$ cat src/rtl/alu_mult_ctrl.sv
// ---------------------------------------------------------------------------
// alu_mult_ctrl
// Iterative 16x16->32 shift-and-add multiplier sequencer. It owns no adder of
// its own: every add and negate goes through an external ALU driven on the
// alu_* ports. Signed operands are converted to magnitudes through the ALU
// before the iterations and the result is negated afterwards when needed.
//
// Ports
//   clk, rst_n          clock, synchronous active-low reset
//   start, signed_i     request (sampled in IDLE) and operand signedness
//   a_i, b_i            16-bit multiplicand / multiplier, captured with start
//   busy, done, prod    handshake back to decode/execute; prod held until next done
//   alu_a .. alu_sign   combinational drive of the borrowed ALU
//   alu_out, alu_ofl    ALU result and carry-out (alu_sign=0 makes Ofl the carry)
//   alu_z               ALU zero flag, not needed here
// ---------------------------------------------------------------------------
module alu_mult_ctrl #(
    parameter int unsigned ITER = 16
) (
    input  logic        clk,
    input  logic        rst_n,
    input  logic        start,
    input  logic        signed_i,
    input  logic [15:0] a_i,
    input  logic [15:0] b_i,
    output logic        busy,
    output logic        done,
    output logic [31:0] prod,
    output logic [15:0] alu_a,
    output logic [15:0] alu_b,
    output logic [2:0]  alu_op,
    output logic        alu_cin,
    output logic        alu_inva,
    output logic        alu_invb,
    output logic        alu_sign,
    input  logic [15:0] alu_out,
    input  logic        alu_ofl,
    input  logic        alu_z
);

    localparam int unsigned W      = 16;
    localparam int unsigned CNT_W  = 4;
    localparam logic [CNT_W-1:0] CNT_LAST = CNT_W'(ITER - 1);
    localparam logic [2:0]       OP_ADD   = 3'b100;

    typedef enum logic [2:0] {
        S_IDLE   = 3'd0,
        S_NEG_A  = 3'd1,
        S_NEG_B  = 3'd2,
        S_ITER   = 3'd3,
        S_NEG_LO = 3'd4,
        S_NEG_HI = 3'd5,
        S_DONE   = 3'd6
    } state_t;

    state_t           state_q, state_d;
    logic [W-1:0]     m_q, m_d;
    logic [W-1:0]     p_hi_q, p_hi_d;
    logic [W-1:0]     p_lo_q, p_lo_d;
    logic [CNT_W-1:0] cnt_q, cnt_d;
    logic             neg_q, neg_d;
    logic             carry_q, carry_d;
    logic             busy_q, busy_d;
    logic             done_q, done_d;
    logic [2*W-1:0]   prod_q, prod_d;

    logic unused_alu_z;
    assign unused_alu_z = alu_z;

    // State register
    always_ff @(posedge clk) begin
        if (!rst_n) begin
            state_q <= S_IDLE;
        end else begin
            state_q <= state_d;
        end
    end

    // Next-state logic
    always_comb begin
        state_d = state_q;
        case (state_q)
            S_IDLE:   if (start) state_d = signed_i ? S_NEG_A : S_ITER;
            S_NEG_A:  state_d = S_NEG_B;
            S_NEG_B:  state_d = S_ITER;
            S_ITER:   if (cnt_q == CNT_LAST) state_d = neg_q ? S_NEG_LO : S_DONE;
            S_NEG_LO: state_d = S_NEG_HI;
            S_NEG_HI: state_d = S_DONE;
            S_DONE:   state_d = S_IDLE;
            default:  state_d = S_IDLE;
        endcase
    end

    // ALU drive; every negate is ~x + 1 (or + carry for the upper half)
    always_comb begin
        alu_a    = '0;
        alu_b    = '0;
        alu_cin  = 1'b0;
        alu_inva = 1'b0;
        alu_op   = OP_ADD;
        alu_invb = 1'b0;
        alu_sign = 1'b0;
        case (state_q)
            S_NEG_A: begin
                alu_a    = m_q;
                alu_inva = 1'b1;
                alu_cin  = 1'b1;
            end
            S_NEG_B: begin
                alu_a    = p_lo_q;
                alu_inva = 1'b1;
                alu_cin  = 1'b1;
            end
            S_ITER: begin
                alu_a = p_hi_q;
                alu_b = p_lo_q[0] ? m_q : '0;
            end
            S_NEG_LO: begin
                alu_a    = p_lo_q;
                alu_inva = 1'b1;
                alu_cin  = 1'b1;
            end
            S_NEG_HI: begin
                alu_a    = p_hi_q;
                alu_inva = 1'b1;
                alu_cin  = carry_q;
            end
            default: ;
        endcase
    end

    // Datapath and registered handshake outputs
    always_comb begin
        m_d     = m_q;
        p_hi_d  = p_hi_q;
        p_lo_d  = p_lo_q;
        cnt_d   = cnt_q;
        neg_d   = neg_q;
        carry_d = carry_q;
        case (state_q)
            S_IDLE: begin
                if (start) begin
                    m_d     = a_i;
                    p_lo_d  = b_i;
                    p_hi_d  = '0;
                    cnt_d   = '0;
                    neg_d   = signed_i & (a_i[W-1] ^ b_i[W-1]);
                    carry_d = 1'b0;
                end
            end
            // Only negative operands take the negated value; 0x8000 stays 0x8000,
            // which is already its unsigned magnitude.
            S_NEG_A:  if (m_q[W-1]) m_d = alu_out;
            S_NEG_B:  if (p_lo_q[W-1]) p_lo_d = alu_out;
            S_ITER: begin
                {p_hi_d, p_lo_d} = {alu_ofl, alu_out, p_lo_q[W-1:1]};
                cnt_d            = cnt_q + CNT_W'(1);
            end
            S_NEG_LO: begin
                p_lo_d  = alu_out;
                carry_d = alu_ofl;
            end
            S_NEG_HI: p_hi_d = alu_out;
            default: ;
        endcase

        busy_d = (state_d != S_IDLE) && (state_d != S_DONE);
        done_d = (state_d == S_DONE);
        prod_d = (state_d == S_DONE) ? {p_hi_d, p_lo_d} : prod_q;
    end

    always_ff @(posedge clk) begin
        if (!rst_n) begin
            m_q     <= '0;
            p_hi_q  <= '0;
            p_lo_q  <= '0;
            cnt_q   <= '0;
            neg_q   <= 1'b0;
            carry_q <= 1'b0;
            busy_q  <= 1'b0;
            done_q  <= 1'b0;
            prod_q  <= '0;
        end else begin
            m_q     <= m_d;
            p_hi_q  <= p_hi_d;
            p_lo_q  <= p_lo_d;
            cnt_q   <= cnt_d;
            neg_q   <= neg_d;
            carry_q <= carry_d;
            busy_q  <= busy_d;
            done_q  <= done_d;
            prod_q  <= prod_d;
        end
    end

    assign busy = busy_q;
    assign done = done_q;
    assign prod = prod_q;

endmodule

$ cat config.mk
export PLATFORM = sky130hd
export DESIGN_NAME = alu_mult_ctrl
export DESIGN_NICKNAME = d
export VERILOG_FILES = /design/src/rtl/alu_mult_ctrl.sv
export SDC_FILE = /design/constraint.sdc
export NUM_CORES = 1
export LEC_CHECK = 0
export ABC_AREA = 1
export CORE_AREA = 2 2 144 146
export CTS_CLUSTER_DIAMETER = 60
export DETAILED_ROUTE_END_ITERATION = 8
export DIE_AREA = 0 0 146 148
export GPL_TIMING_DRIVEN = 0
export PLACE_DENSITY = 0.53
export SETUP_SLACK_MARGIN = 0.5
export SLEW_MARGIN = 0
export SYNTH_ARGS = -nofsm -noshare
export SYNTH_HDL_FRONTEND = slang
export SYNTH_SLANG_ARGS = --single-unit
$ cat constraint.sdc
create_clock -name clk -period 1.75 [get_ports clk]
set_input_delay 0.2625 -clock clk [delete_from_list [all_inputs] [get_ports clk]]
set_output_delay 0.2625 -clock clk [all_outputs]
set_load 0.03 [all_outputs]
==> flow_summary.json, run 1 <==
{
  "hold_viol_final": 0,
  "clk_pin_slew_ns": 0.07,
  "vias": 5739,
  "synthTopCellsByArea": "dfxtp_1 37%, nand2_1 20%, o21ai_0 6.9%",
  "via_per_inst": 4.685,
  "post-synth-top-area-fraction_pct": 37.08,
  "endpoint_kind": "primary output",
  "cp-start-kind": "flip-flop",
  "setup_viol": 97,
  "antenna_cells_inserted": 0,
  "cpMaxStageDelayCell": "dfxtp_2",
  "period_share_pct": 120.5,
  "io_buffers": 119,
  "cts_buffers": 9,
  "synthCells": 765,
  "status": "finished, violations left",
  "clk_latency_ns": 0.36,
  "synth_warnings": 0,
  "crit_type": "reg2out",
  "ys_seq_area_share_pct": 37.08,
  "area_growth_pct": 66.51,
  "overflow": 0,
  "cts_tree": "done",
  "drc": 0,
  "cpPeakStageDelay_ns": 0.33,
  "wire_per_inst_um": 17.63,
  "cp.required_ns": 1.49,
  "tightest_slew_ns": 0.7045,
  "nFillCells": 2110,
  "violations": "negative setup slack",
  "total_power_mw": 7.634,
  "stdcell_count": 1225,
  "ys_ff_latch": 91,
  "fin_ws_ns": -0.3589,
  "min_period_ns": 2.109,
  "synthesis.area_mm2": 0.004913,
  "yosysTopAreaCell": "dfxtp_1",
  "slew_violations": 0,
  "finClkSkew_ns": 0.01204,
  "first_iter_violations": 335,
  "cts_root_buf": "clkbuf_16",
  "wirelength_mm": 21.59,
  "rsz0062_at_grt": "yes",
  "antenna_found_initial": 0,
  "die_w_um": 146,
  "io_pins": 127,
  "dp.final_hpwl_mm": 16.08,
  "grt_max_degree": 15,
  "fin_nets": 1006,
  "hold_class": "in2reg",
  "ir_drop_mv": 0.4236,
  "grt_pass1_wl_mm": 31.84,
  "holdBufCountCts": 0,
  "finish.utilization_pct": 40.83,
  "powerDensity_mw_per_mm2": 933.0,
  "dieArea_mm2": 0.02161,
  "dr.pass1.iters": 6,
  "timing.slew.headroom_pct": 53.03,
  "syn_avg_cell_area_um2": 6.423,
  "cpMostUsedCell": "nand2_4",
  "finalWeightedCongestion": 0.9498,
  "leakage_nw": 3.643,
  "worstPathCellList": "buf_8 -> inv_8 -> nand2_4 -> nand2_4 -> nand2_8 -> clkinvlp_4 -> a22oi_2 -> o21ai_4 -> buf_6",
  "cts_sinks": 91,
  "maxCapViolations": 0,
  "synthDistinctLibCells": 33,
  "dp_cells": 1157,
  "clockBufferDepth": 2,
  "core-area_mm2": 0.02004,
  "die_height_um": 148,
  "drive_gt1_share_pct": 31.73,
  "htree_levels": 3,
  "fmax_ghz": 0.4742,
  "rows": 52,
  "start_util_pct": 24.52,
  "ant_nets": 0,
  "placement.setup.worst_slack_ns": -0.7461,
  "worst_ep_arrival_time_ns": 1.85,
  "crit_fanout": 7,
  "grtUsageTotal_pct": 19.34,
  "grt_pass1_vias": 5280
}
[path summary, 6_finish.rpt]
kind | start | endpoint | slack (ns) | cells past startpoint
min | rst_n | p_hi_q[13]$_SDFF_PN0_ | 0.40 | 3
max reg2reg | state_q[1]$_SDFF_PN0_ | prod[17]$_SDFFE_PN0N_ | -0.26 | 10
max | state_q[1]$_SDFF_PN0_ | alu_a[11] | -0.36 | 9
min reg2reg | carry_q$_SDFFE_PN0P_ | carry_q$_SDFFE_PN0P_ | 0.47 | 2
[Yosys cell counts]
| library cell | number |
|---|---|
| nand2_1 | 257 |
| dfxtp_1 | 91 |
| inv_1 | 69 |
| o21ai_0 | 68 |
| nand3_1 | 49 |
| nor2_1 | 40 |
| a21oi_1 | 38 |
| clkbuf_1 | 29 |
| o22ai_1 | 19 |
| a31oi_1 | 16 |
| and2_1 | 13 |
| nor3_1 | 10 |
| o221ai_1 | 10 |
| buf_2 | 7 |
| a22oi_1 | 6 |
| buf_4 | 6 |
| o21bai_1 | 6 |
| nor2_2 | 4 |
| buf_6 | 3 |
| clkinv_1 | 3 |
| inv_2 | 3 |
| buf_1 | 2 |
| conb_1 | 2 |
| nand2_2 | 2 |
| nand3_2 | 2 |
| nor2_4 | 2 |
| o21ai_1 | 2 |
| a211oi_1 | 1 |
| ha_1 | 1 |
| nand2_4 | 1 |
| nand3b_4 | 1 |
| nand4_1 | 1 |
| or2_2 | 1 |
[repair_timing]
| action | 4_1_cts | 5_1_grt |
|---|---|---|
| setup endpoints to repair | 159 | 141 |
| gates cloned | 3 | 3 |
| setup buffers | 21 | 26 |
| resized for setup | 379 | 177 |
| pin swaps | 13 | 22 |
[routing by layer]
metal  share of wire (%)  track usage (%)  vias to the layer above
met3                 6.8            3.920                       29
met5                   0                0                        -
met2                  45            29.86                      207
li1                    -                -                     2877
met1                  46            26.65                     2626
met4                 2.5            7.330                        0
[through the flow]
| step | hold slack [ns] | setup TNS (ns) | cell area, um2 |
|---|---|---|---|
| after floorplan | 0.4246 | 0 | 5378 |
| after global placement | 0.4488 | -36.03 | 6907 |
| after detailed placement | 0.4537 | -34.41 | 6907 |
| after CTS | 0.4682 | -13.94 | 7546 |
| after global routing | 0.4306 | -22.37 | 8182 |
| final | 0.4030 | -13.97 | 8182 |
[flip-flops by register name, summed over array words and instances, names as in the netlist]
register,cells
busy,1
carry_q,1
m_q,16
p_lo_q,16
state_q,3
done,1
prod,32
cnt_q,4
neg_q,1
p_hi_q,16
[placed cells by master (no fill, tap or decap), drive strengths merged, types with 4 or more instances in the layout]
master         Yosys  final
buf               18    124
clkdlybuf4s50      0     50
nand3             51     51
o22ai             19     19
dfxtp             91     91
conb               2      5
a21oi             38     38
clkinv             3      4
and2              13     13
o21ai             70     70
nor3              10     10
o221ai            10     10
o21bai             6      6
clkinvlp           0      4
nor2              46     46
a31oi             16     16
nand2            260    260
inv               72     70
a22oi              6      6
clkbuf            29     53
[power breakdown]
group	switching (mW)	leakage (nW)	internal [mW]
Clock	0.873	0.142	1.14
Sequential	0.163	0.741	2.25
Combinational	1.89	2.76	1.32
[worst max-delay path, delay by kind of cell (launching register included)]
family	cells	cell delay, ns
AO/OA/AOI/OAI	2	0.40
buffers and inverters	4	0.54
flip-flops	1	0.33
AND/OR/NAND/NOR	3	0.22
[layout make-up]
| type | instances | area (um2) | area share (%) |
|---|---|---|---|
| Buffer | 47 | 411.6 | 5.031 |
| Clock buffer | 11 | 242.7 | 2.967 |
| Clock inverter | 4 | 51.30 | 0.6270 |
| Inverter | 75 | 316.6 | 3.869 |
| Multi-Input combinational cell | 555 | 3372 | 41.21 |
| Sequential cell | 91 | 1828 | 22.34 |
| Tap cell | 270 | 337.8 | 4.129 |
| Timing Repair Buffer | 172 | 1622 | 19.82 |
[kinds of logic after synthesis]
kind of cell,after synthesis,share of synthesized area [%]
and+or+nand+nor,383,32.88
adders and majority gates,1,0.2546
AOI/OAI and AO/OA,166,19.23
other,2,0.1528
DFF,91,37.08
buffers and inverters,122,10.41
Power figures use the tool's default switching activity.
==> run 2: changes to the inputs <==
--- a/config.mk
+++ b/config.mk
@@ -13,7 +13,6 @@
 export GPL_TIMING_DRIVEN = 0
 export PLACE_DENSITY = 0.53
 export SETUP_SLACK_MARGIN = 0.5
-export SLEW_MARGIN = 0
 export SYNTH_ARGS = -nofsm -noshare
 export SYNTH_HDL_FRONTEND = slang
 export SYNTH_SLANG_ARGS = --single-unit
==> constraint.sdc (replaced) <==
create_clock -name clk -period 2.2 [get_ports clk]
set_input_delay 0.33 -clock clk [delete_from_list [all_inputs] [get_ports clk]]
set_output_delay 0.33 -clock clk [all_outputs]
set_load 0.03 [all_outputs]
==> flow_summary.json, run 2 (same netlist as run 1, synthesis figures left out) <==
{
  "status": "complete, no violations",
  "r2r-end": "prod[19]$_SDFFE_PN0N_",
  "fin_nets": 1014,
  "tightest_slew_ns": 0.5569,
  "cts_sinks": 91,
  "hold_class": "reg2reg",
  "die_w_um": 146,
  "first_iter_violations": 431,
  "rows": 52,
  "maxCapViolations": 0,
  "cpPeakStageDelay_ns": 0.32,
  "finalWeightedCongestion": 0.9469,
  "ir_drop_mv": 0.3446,
  "p_sw_mw": 2.246,
  "comb_power_share_pct": 40.3,
  "worst_ep_arrival_time_ns": 1.78,
  "hold_start": "carry_q$_SDFFE_PN0P_",
  "period_share_pct": 95.78,
  "dp_cells": 1157,
  "r2r_start": "state_q[0]$_SDFF_PN0_",
  "io_pins": 127,
  "rsz0062_at_grt": "yes",
  "crit_fanout": 6,
  "timing.slew.headroom_pct": 62.88,
  "fmax_ghz": 0.4746,
  "cts_root_buf": "clkbuf_16",
  "reg2reg_depth": 14,
  "dr.pass1.iters": 5,
  "grt_pass1_wl_mm": 31.94,
  "cp-start-kind": "flip-flop",
  "r2r_slack_ns": 0.19,
  "crit_type": "reg2out",
  "slew_violations": 0,
  "antenna_cells_inserted": 0,
  "via_per_inst": 4.703,
  "area_growth_pct": 64.78,
  "overflow": 0,
  "powerDensity_mw_per_mm2": 725.2,
  "drc": 0,
  "drive_gt1_share_pct": 25.00,
  "dieArea_mm2": 0.02161,
  "htree_levels": 3,
  "start_util_pct": 24.52,
  "min_period_ns": 2.107,
  "internal_power_mw": 3.625,
  "io_buffers": 119,
  "clk_latency_ns": 0.36,
  "clockBufferDepth": 2,
  "whs_path_depth": 2,
  "leakage_nw": 3.468,
  "finish.utilization_pct": 40.40,
  "cpMaxStageDelayCell": "dfxtp_2",
  "grt_max_degree": 15,
  "antenna_found_initial": 0,
  "hold_viol_final": 0,
  "die_height_um": 148,
  "wirelength_mm": 21.59,
  "cts_buffers": 9,
  "finClkSkew_ns": 0.007029,
  "endpoint_kind": "primary output",
  "cpMostUsedCell": "buf_6",
  "min_to": "carry_q$_SDFFE_PN0P_",
  "worstPathCellList": "buf_6 -> buf_6 -> nand3_4 -> nand2_4 -> clkinvlp_4 -> buf_6 -> o221ai_4 -> buf_6",
  "grt_pass1_vias": 5460,
  "core-area_mm2": 0.02004,
  "dp.final_hpwl_mm": 15.70,
  "largest_reg_flops": 32,
  "cp.required_ns": 1.87,
  "clockPowerShare_pct": 27.4,
  "clk_pin_slew_ns": 0.07,
  "stdcell_count": 1234,
  "vias": 5804,
  "seqPwrFrac_pct": 32.3,
  "netSwitchingFraction_pct": 38.26,
  "setup_viol": 0,
  "ant_nets": 0,
  "grtUsageTotal_pct": 19.34,
  "wire_per_inst_um": 17.50,
  "cts_tree": "done",
  "mostFrequentLayoutCell": "nand2_1",
  "final_cell_mix": "247 x nand2_1, 88 x dfxtp_1, 85 x clkdlybuf4s50_1",
  "holdBufCountCts": 0
}
## run 2: area by class of cell
class | instances | area (um2)
repair buffers | 179 | 1738
multi-input cells | 556 | 3184
fillers | 2131 | 11940
flip-flops and latches | 91 | 1828
inverters | 75 | 304.0
well taps | 270 | 337.8
plain buffers | 47 | 407.9
clock buffers | 12 | 246.5
clock inverters | 4 | 50.05
## run 2: timing repair
item | 4_1_cts | 5_1_grt
buffers inserted | 30 | 24
gates resized for setup | 320 | 117
pin swaps | 6 | 9
cloned | 3 | 4
setup endpoints to repair | 143 | 149
## run 2: how the worst max path moves through the flow
| stage | slack (ns) | end | from |
|---|---|---|---|
| 2_1_floorplan | 0.34 | alu_b[10] | p_lo_q[0]$_SDFF_PN0_ |
| 3_3_place_gp | -0.50 | alu_a[3] | state_q[2]$_SDFF_PN0_ |
| 3_5_place_dp | -0.50 | alu_a[14] | state_q[1]$_SDFF_PN0_ |
| 4_1_cts | 0.09 | alu_a[6] | state_q[1]$_SDFF_PN0_ |
| 5_1_grt | 0.05 | alu_a[3] | state_q[1]$_SDFF_PN0_ |
| 6_report | 0.09 | alu_a[3] | state_q[1]$_SDFF_PN0_ |
## run 2: metrics by stage
stage	setup TNS, ns	power, mW	hold WS, ns	instance area (um2)	setup slack [ns]
floorplan	0	2.955	0.4315	5102	0.3407
global placement	-10.93	3.610	0.4524	6631	-0.4985
detailed placement	-11.38	3.604	0.4595	6631	-0.4982
CTS	0	5.579	0.4693	7525	0.08761
global route	0	6.139	0.4764	8097	0.04614
finish	0	5.872	0.4703	8097	0.09289
## run 2: worst max-delay path, delay by kind of cell (launching register included)
kind / cells / cell delay (ns)
buffers and inverters: 5 / 0.68
AND/OR/NAND/NOR: 2 / 0.21
flip-flops: 1 / 0.32
AO/OA/AOI/OAI: 1 / 0.21
## run 2: layer usage
layer | global-route usage, % | vias to the layer above | wire length, um
li1 | - | 2886 | -
met1 | 25.47 | 2667 | 9613
met2 | 31.65 | 217 | 10030
met3 | 3.765 | 34 | 1403
met4 | 6.942 | 0 | 539
met5 | 0 | - | 0
## run 2: power by group through the flow
stage | registers [mW] | clock network [mW] | logic [mW]
floorplan | 1.89 | 0 | 1.07
detailed placement | 1.92 | 0 | 1.69
finish | 1.90 | 1.61 | 2.36
global route | 1.91 | 1.71 | 2.52
global placement | 1.92 | 0 | 1.69
CTS | 1.89 | 1.65 | 2.04
